[src/rtl/rpm_disp_pkg.sv]
// Shared types and constants for the RPM LED display path: stage encodings,
// RGB colour codes, bar geometry and the live-bar helpers.
package rpm_disp_pkg;

   typedef enum logic [1:0] {
      NORMAL  = 2'd0,
      CAUTION = 2'd1,
      DANGER  = 2'd2
   } stage_e;

   localparam logic [2:0] GREEN  = 3'b010;
   localparam logic [2:0] YELLOW = 3'b110;
   localparam logic [2:0] RED    = 3'b100;
   localparam logic [2:0] OFF    = 3'b000;

   localparam int unsigned BAR_SEGS = 5;
   localparam int unsigned TMR_W    = 12;

   // Segment k lights when s*5 >= k*m, so the bar fills proportionally to s/m.
   function automatic logic [BAR_SEGS-1:0] live_bar(input logic [3:0] s, input logic [3:0] m);
      logic [6:0]          p;
      logic [BAR_SEGS-1:0] b;
      p    = 7'(s) * 7'd5;
      b    = '0;
      b[0] = (s != 4'd0);
      for (int k = 1; k < BAR_SEGS; k++) begin
         b[k] = (p >= 7'(k) * 7'(m));
      end
      return b;
   endfunction

   function automatic logic [2:0] seg_count(input logic [BAR_SEGS-1:0] b);
      logic [2:0] n;
      n = '0;
      for (int k = 0; k < BAR_SEGS; k++) begin
         n = n + 3'(b[k]);
      end
      return n;
   endfunction

endpackage

[src/rtl/rpm_peak_hold.sv]
// Peak-hold tracker for the bar: holds the highest live segment count, then
// decays it one segment at a time once the hold timer expires.
module rpm_peak_hold
   import rpm_disp_pkg::*;
#(
   parameter int unsigned PEAK_HOLD_CYCLES  = 1000,
   parameter int unsigned PEAK_DECAY_CYCLES = 200
) (
   input  logic                clk,
   input  logic                rst,
   input  logic                clr,
   input  logic [2:0]          live_cnt,
   output logic [BAR_SEGS-1:0] pk_mask
);

   localparam logic [TMR_W-1:0] HOLD_LD  = TMR_W'(PEAK_HOLD_CYCLES - 1);
   localparam logic [TMR_W-1:0] DECAY_LD = TMR_W'(PEAK_DECAY_CYCLES - 1);

   logic [2:0]       pk_d, pk_q;
   logic [TMR_W-1:0] tmr_d, tmr_q;

   always_comb begin
      pk_d  = pk_q;
      tmr_d = tmr_q;
      if (clr) begin
         pk_d  = '0;
         tmr_d = '0;
      end else if (live_cnt >= pk_q) begin
         pk_d  = live_cnt;
         tmr_d = HOLD_LD;
      end else if (tmr_q != '0) begin
         tmr_d = tmr_q - TMR_W'(1);
      end else begin
         pk_d  = pk_q - 3'd1;
         tmr_d = DECAY_LD;
      end
   end

   // The displayed marker follows the registered peak, one segment lit at pk-1.
   always_comb begin
      pk_mask = '0;
      for (int k = 0; k < BAR_SEGS; k++) begin
         pk_mask[k] = (pk_q == 3'(k + 1));
      end
   end

   always_ff @(posedge clk) begin
      if (rst) begin
         pk_q  <= '0;
         tmr_q <= '0;
      end else begin
         pk_q  <= pk_d;
         tmr_q <= tmr_d;
      end
   end

endmodule

[src/rtl/rpm_led_driver.sv]
// Board LED driver: stage FSM with hysteresis, blinking red in DANGER,
// peak-hold bar and a sticky over-rev flag, two cycles from input to LEDs.
module rpm_led_driver
   import rpm_disp_pkg::*;
#(
   parameter int unsigned BLINK_HALF_CYCLES = 250,
   parameter int unsigned PEAK_HOLD_CYCLES  = 1000,
   parameter int unsigned PEAK_DECAY_CYCLES = 200,
   parameter int unsigned OVERREV_CYCLES    = 2000
) (
   input  logic       clk,
   input  logic       rst,
   input  logic [3:0] speed_level,
   input  logic [3:0] max_level,
   output logic [7:0] leds,
   output logic [1:0] rpm_stage,
   output logic       overrev
);

   localparam logic [TMR_W-1:0] BLINK_LD = TMR_W'(BLINK_HALF_CYCLES - 1);
   localparam logic [TMR_W-1:0] OREV_LD  = TMR_W'(OVERREV_CYCLES - 1);

   function automatic logic [TMR_W-1:0] sat_inc(input logic [TMR_W-1:0] v);
      return (&v) ? v : v + TMR_W'(1);
   endfunction

   logic [3:0]          s_p1_d, s_p1_q, m_p1_d, m_p1_q, m_p2_d, m_p2_q;
   stage_e              stage_d, stage_q;
   logic [TMR_W-1:0]    blink_cnt_d, blink_cnt_q, orev_cnt_d, orev_cnt_q;
   logic                blink_on_d, blink_on_q, overrev_d, overrev_q;
   logic [7:0]          leds_p2_d, leds_p2_q;
   logic [BAR_SEGS-1:0] live, pk_mask, bar;
   logic [2:0]          live_cnt, rgb;
   logic [3:0]          h;
   logic [4:0]          s_inc;
   logic                gear_chg, no_gear;

   // ---- stage 1: input capture; m_p2 keeps the previous gear for change detect
   always_comb begin
      s_p1_d = speed_level;
      m_p1_d = max_level;
      m_p2_d = m_p1_q;
   end

   always_ff @(posedge clk) begin
      if (rst) begin
         s_p1_q <= '0;
         m_p1_q <= '0;
         m_p2_q <= '0;
      end else begin
         s_p1_q <= s_p1_d;
         m_p1_q <= m_p1_d;
         m_p2_q <= m_p2_d;
      end
   end

   // ---- stage 2: decode, stage FSM, blink, over-rev, output registers
   always_comb begin
      live     = live_bar(s_p1_q, m_p1_q);
      live_cnt = seg_count(live);
      h        = m_p1_q >> 1;
      s_inc    = {1'b0, s_p1_q} + 5'd1;
      no_gear  = (m_p1_q == 4'd0);
      gear_chg = (m_p1_q != m_p2_q);
   end

   rpm_peak_hold #(
      .PEAK_HOLD_CYCLES  (PEAK_HOLD_CYCLES),
      .PEAK_DECAY_CYCLES (PEAK_DECAY_CYCLES)
   ) u_peak (
      .clk      (clk),
      .rst      (rst),
      .clr      (gear_chg | no_gear),
      .live_cnt (live_cnt),
      .pk_mask  (pk_mask)
   );

   always_comb begin
      stage_d = stage_q;
      if (no_gear) begin
         stage_d = NORMAL;
      end else if (s_p1_q >= m_p1_q) begin
         stage_d = DANGER;
      end else begin
         case (stage_q)
            NORMAL:  if (s_p1_q >= h) stage_d = CAUTION;
            CAUTION: if (s_inc < {1'b0, h}) stage_d = NORMAL;
            DANGER:  if (s_inc < {1'b0, m_p1_q}) stage_d = (s_p1_q >= h) ? CAUTION : NORMAL;
            default: stage_d = NORMAL;
         endcase
      end
   end

   always_comb begin
      blink_cnt_d = blink_cnt_q;
      blink_on_d  = blink_on_q;
      orev_cnt_d  = '0;
      overrev_d   = overrev_q;
      rgb         = GREEN;

      // Leaving DANGER parks the blink at "on" so the next entry starts lit.
      if (stage_d != DANGER || stage_q != DANGER) begin
         blink_cnt_d = '0;
         blink_on_d  = 1'b1;
      end else if (blink_cnt_q == BLINK_LD) begin
         blink_cnt_d = '0;
         blink_on_d  = ~blink_on_q;
      end else begin
         blink_cnt_d = blink_cnt_q + TMR_W'(1);
      end

      if (stage_d == DANGER && stage_q == DANGER) begin
         orev_cnt_d = sat_inc(orev_cnt_q);
      end

      if (stage_d == NORMAL) begin
         overrev_d = 1'b0;
      end else if (stage_d == DANGER && orev_cnt_d >= OREV_LD) begin
         overrev_d = 1'b1;
      end

      case (stage_d)
         CAUTION: rgb = YELLOW;
         DANGER:  rgb = blink_on_d ? RED : OFF;
         default: rgb = GREEN;
      endcase

      bar       = live | pk_mask;
      leds_p2_d = no_gear ? 8'h00 : {rgb, bar};
   end

   always_ff @(posedge clk) begin
      if (rst) begin
         stage_q     <= NORMAL;
         blink_cnt_q <= '0;
         blink_on_q  <= 1'b1;
         orev_cnt_q  <= '0;
         overrev_q   <= 1'b0;
         leds_p2_q   <= '0;
      end else begin
         stage_q     <= stage_d;
         blink_cnt_q <= blink_cnt_d;
         blink_on_q  <= blink_on_d;
         orev_cnt_q  <= orev_cnt_d;
         overrev_q   <= overrev_d;
         leds_p2_q   <= leds_p2_d;
      end
   end

   assign leds      = leds_p2_q;
   assign rpm_stage = stage_q;
   assign overrev   = overrev_q;

endmodule

[config.mk]
export PLATFORM = sky130hd
export DESIGN_NAME = rpm_led_driver
export DESIGN_NICKNAME = d
export VERILOG_FILES = /design/src/rtl/rpm_disp_pkg.sv /design/src/rtl/rpm_peak_hold.sv /design/src/rtl/rpm_led_driver.sv
export SDC_FILE = /design/constraint.sdc
export NUM_CORES = 1
export LEC_CHECK = 0
export BUFFER_PORTS_ARGS = -buffer_cell sky130_fd_sc_hd__buf_2
export CELL_PAD_IN_SITES_DETAIL_PLACEMENT = 1
export CELL_PAD_IN_SITES_GLOBAL_PLACEMENT = 1
export CORE_UTILIZATION = 43
export DETAILED_ROUTE_END_ITERATION = 7
export HOLD_SLACK_MARGIN = 0.08
export PLACE_DENSITY = 0.84
export SLEW_MARGIN = 20
export SYNTH_ARGS = -nofsm -noshare
export SYNTH_HDL_FRONTEND = slang
export SYNTH_SLANG_ARGS = --single-unit
[constraint.sdc]
create_clock -name clk -period 4.35 [get_ports clk]
set_clock_uncertainty 0.15 [all_clocks]
set_input_delay 0.6525 -clock clk [delete_from_list [all_inputs] [get_ports clk]]
set_output_delay 0.6525 -clock clk [all_outputs]
set_load 0.005 [all_outputs]
==> flow_summary.rst <==
.. list-table::
   :header-rows: 1

   * - Metric
     - Value
   * - Outcome
     - finished with violations
   * - Violations in the final reports
     - negative setup slack
   * - Die Span Y
     - 96.0 um
   * - Worst Tran Pin Value
     - 0.675 ns
   * - Final non-filler cell area
     - 4610 sq um
   * - Commonest cells after routing, fill and taps aside
     - sky130_fd_sc_hd__dfxtp_1, sky130_fd_sc_hd__ha_1, sky130_fd_sc_hd__nor2_1
   * - Final antenna diode count
     - 0
   * - Overall power after layout
     - 0.00193 W
   * - Maximum number of buffers from clock root to sink
     - 2
   * - Worst relative slew slack
     - 0.550
   * - Width of the chip
     - 96.0 um
   * - Area growth from synthesis to layout
     - 21.5%
   * - Mean Syn Cell Area
     - 9.00 sq um
   * - Leading cell type in the layout, fill and taps excluded
     - sky130_fd_sc_hd__dfxtp_1
   * - Final hold violations
     - 0
   * - DIE AREA
     - 9210 sq um
   * - Number of global-route vias before repair
     - 3537
   * - Final #Nets
     - 540
   * - Fill cell count
     - 970
   * - TritonCTS clock tree
     - yes
   * - Worst setup EP type
     - flop
   * - Category of the most critical setup path
     - flop to flop
   * - RSZ-0062 raised after global routing
     - true
   * - Maximum number of pins on one net before global-route repair
     - 17
   * - Share of the synthesized area in the top cell type
     - 0.327
   * - #FFs+latches synth
     - 62
   * - Count of final setup violators
     - 15
   * - Post-synth top flop
     - sky130_fd_sc_hd__dfxtp_1
   * - Smallest setup slack after layout
     - -0.365 ns
   * - WP data required
     - 4.49 ns
   * - All-Layer GR Usage
     - 0.255
   * - Vias per inst
     - 5.73
   * - Non-filler cells, final
     - 578
   * - Worst min-delay path startpoint
     - blink_cnt_q[0]
   * - Final slew viol count
     - 0
   * - Top area cells in the synthesized netlist
     - sky130_fd_sc_hd__dfxtp_1, sky130_fd_sc_hd__ha_1, sky130_fd_sc_hd__nor2_1
   * - Drt first pass iters
     - 4
   * - Worst vdd rail ir drop
     - 0.272 mV
   * - Power density normalized to cell area
     - 419 nW/um^2
   * - Critical R2R Capture
     - u_peak.tmr_q[3]
   * - Worst reg2reg path depth
     - 18
   * - HPWL after detailed placement
     - 6910 um
   * - Total Wirelength
     - 11500 um
   * - Sequential area share after synthesis
     - 0.327
   * - Number of warnings issued by yosys
     - 0
   * - Crit path arrival time
     - 4.86 ns
   * - Sw Ratio
     - 0.336
   * - Cell Area, Synth
     - 3800 sq um
   * - Via count
     - 3311
   * - Startpoint types
     - flop
   * - CTS Hold Buffers Added
     - 0
   * - Crit path max fanout
     - 4
   * - Worst-Skew Late Latency
     - 0.37 ns
   * - Cell count after placement
     - 557
   * - Number of enable flip-flop cells after synthesis
     - 0
   * - Top achievable clock speed
     - 212 MHz
   * - Violation count after the first detailed-route iteration
     - 88
   * - Initial antenna violation count
     - 0
   * - Critical R2R Launch
     - s_p1_q[0]
   * - Overflow left after global routing
     - 0
   * - Distinct cell type count of the synthesized netlist
     - 55
   * - Portion of total power attributed to sequential cells
     - 0.323
   * - Asr flop ratio synth
     - 0
   * - Area after detailed placement
     - 4190 sq um
   * - Worst min path class
     - flop to flop
   * - Total of max-cap violations
     - 0
   * - H-Tree Depth
     - 3
   * - Core area
     - 8380 sq um
   * - Fraction of final layout cells with drive strength greater than 1
     - 0.230
   * - RD Place Congestion
     - 0.854
   * - Combinational power share
     - 0.376
   * - Net count of the mapped netlist
     - 494
   * - Number of clock sinks
     - 62
   * - FP Rows
     - 33
   * - First-pass GRT wire length
     - 17200 um
   * - Destination of the worst hold path
     - blink_cnt_q[0]
   * - Cell-internal power
     - 0.00128 W
   * - Library cell with the largest summed area after synthesis
     - sky130_fd_sc_hd__dfxtp_1
   * - Sw Pwr
     - 0.000649 W
   * - Number of instances in the synthesized netlist
     - 422
   * - DRC violations left
     - 0
   * - Layout Utilization
     - 0.550
   * - Routed wirelength normalized by instance count
     - 19.9 um
   * - Port Buffers
     - 19
   * - Power share of the clock group
     - 0.301
   * - IO Pins
     - 21
   * - Worst hold path depth
     - 1
   * - Count of antenna-violating nets left after detailed routing
     - 0
   * - CTS clock-pin slew for the worst setup and hold paths
     - 0.07 ns
   * - Master cell of the clock root buffer
     - sky130_fd_sc_hd__clkbuf_8
   * - Reg-to-reg slack, setup
     - -0.37 ns
   * - Starting Density
     - 0.453
   * - Shortest clock period the worst path allows after layout
     - 4.72 ns
   * - Standby leakage power
     - 1.97 nW
   * - Number of buffers inserted during clock tree synthesis
     - 9
   * - Final clock period utilization by the worst path
     - 1.08
power by group through the flow:
stage	Combinational, W	Clock (W)	Sequential, W
finish	0.000727	0.000581	0.000623
global route	0.000778	0.000617	0.000626
CTS	0.000584	0.000582	0.000621
detailed placement	0.000491	0	0.000633
global placement	0.000458	0	0.000631
floorplan	0.000357	0	0.000631
cells in the mapped netlist (2+ instances only):
cell,n
sky130_fd_sc_hd__dfxtp_1,62
sky130_fd_sc_hd__ha_1,58
sky130_fd_sc_hd__nor2_1,47
sky130_fd_sc_hd__a21oi_1,27
sky130_fd_sc_hd__inv_1,26
sky130_fd_sc_hd__nand2_1,23
sky130_fd_sc_hd__xnor2_1,19
sky130_fd_sc_hd__xor2_1,18
sky130_fd_sc_hd__nor2b_1,17
sky130_fd_sc_hd__nand3_1,10
sky130_fd_sc_hd__o21ai_0,9
sky130_fd_sc_hd__a21o_1,8
sky130_fd_sc_hd__clkbuf_1,8
sky130_fd_sc_hd__o21a_1,8
sky130_fd_sc_hd__nor3_1,7
sky130_fd_sc_hd__nand2b_1,6
sky130_fd_sc_hd__a211oi_1,5
sky130_fd_sc_hd__nand4_1,5
sky130_fd_sc_hd__or2_2,5
sky130_fd_sc_hd__and2_1,4
sky130_fd_sc_hd__fa_1,4
sky130_fd_sc_hd__a31oi_1,3
sky130_fd_sc_hd__mux2i_1,3
sky130_fd_sc_hd__nor4_1,3
sky130_fd_sc_hd__o31ai_1,3
sky130_fd_sc_hd__and3_1,2
sky130_fd_sc_hd__and4_1,2
sky130_fd_sc_hd__or3_2,2
sky130_fd_sc_hd__or4_1,2
worst max-delay path, cell delays in order (launching register included):
cell and delay (ns):
sky130_fd_sc_hd__dfxtp_1 0.36, sky130_fd_sc_hd__ha_2 0.23, sky130_fd_sc_hd__ha_4 0.17, sky130_fd_sc_hd__fa_2 0.36, sky130_fd_sc_hd__xor2_2 0.21, sky130_fd_sc_hd__buf_4 0.16, sky130_fd_sc_hd__or2_2 0.29, sky130_fd_sc_hd__nor3_1 0.20
sky130_fd_sc_hd__o21ai_1 0.19, sky130_fd_sc_hd__fa_1 0.51, sky130_fd_sc_hd__fa_2 0.57, sky130_fd_sc_hd__inv_2 0.06, sky130_fd_sc_hd__ha_4 0.22, sky130_fd_sc_hd__nand2b_4 0.14, sky130_fd_sc_hd__a21o_1 0.18, sky130_fd_sc_hd__a21oi_4 0.20
sky130_fd_sc_hd__and2b_2 0.26, sky130_fd_sc_hd__nand2b_4 0.08, sky130_fd_sc_hd__nor2_2 0.12
through the flow:
step | TNS (ns) | setup slack (ns) | hold slack, ns
CTS | -2.55 | -0.202 | 0.320
global route | -6.66 | -0.496 | 0.343
finish | -4.77 | -0.365 | 0.325
floorplan | -1.13 | -0.112 | 0.279
global placement | -2.36 | -0.180 | 0.291
detailed placement | -5.22 | -0.387 | 0.304
layout make-up:
class / count / area, sq um / share of cell area
Timing Repair Buffer: 44 / 290 / 0.0629
Clock buffer: 12 / 145 / 0.0315
Inverter: 26 / 97.6 / 0.0212
Multi-Input combinational cell: 325 / 2630 / 0.569
Tap cell: 105 / 131 / 0.0285
Sequential cell: 62 / 1250 / 0.272
Clock inverter: 4 / 70.1 / 0.0152
cell families after synthesis:
group / Yosys count / synth area share
fa+ha+maj: 62 / 0.212
compound gates: 75 / 0.127
flops: 62 / 0.327
other cells: 1 / 0.000988
mux: 4 / 0.0109
buf+inv: 35 / 0.0356
xor+xnor: 37 / 0.0854
simple gates: 146 / 0.201
per-layer routing:
metal,track usage,vias to the layer above,wire length (um)
met4,0.136,0,487
met2,0.461,70,6010
met1,0.270,1655,4700
li1,-,1548,-
met3,0.0664,38,329
met5,0,-,0
flip-flops by register name, summed over array words and instances (netlist names):
name and count:
blink_cnt_q 12, blink_on_q 1, leds 7, m_p1_q 4, m_p2_q 4, orev_cnt_q 12, overrev 1, rpm_stage 2
s_p1_q 4, u_peak.pk_q 3, u_peak.tmr_q 12
what timing repair did:
| action | in CTS | in global routing |
|---|---|---|
| pin swaps | 12 | 6 |
| setup buffers | 2 | 3 |
| endpoints found under the setup margin | 15 | 15 |
| gates resized for setup | 19 | 18 |
worst max-delay path by stage:
| stage | slack [ns] | endpoint | cells past startpoint | startpoint |
|---|---|---|---|---|
| floorplan | -0.11 | u_peak.tmr_q[8] | 17 | s_p1_q[3] |
| global placement | -0.18 | u_peak.tmr_q[2] | 17 | s_p1_q[3] |
| detailed placement | -0.39 | u_peak.tmr_q[9] | 18 | s_p1_q[3] |
| CTS | -0.20 | u_peak.tmr_q[3] | 18 | s_p1_q[3] |
| global route | -0.50 | u_peak.tmr_q[3] | 18 | s_p1_q[3] |
| finish | -0.37 | u_peak.tmr_q[3] | 18 | s_p1_q[0] |
(Power assumes the default switching activity.)
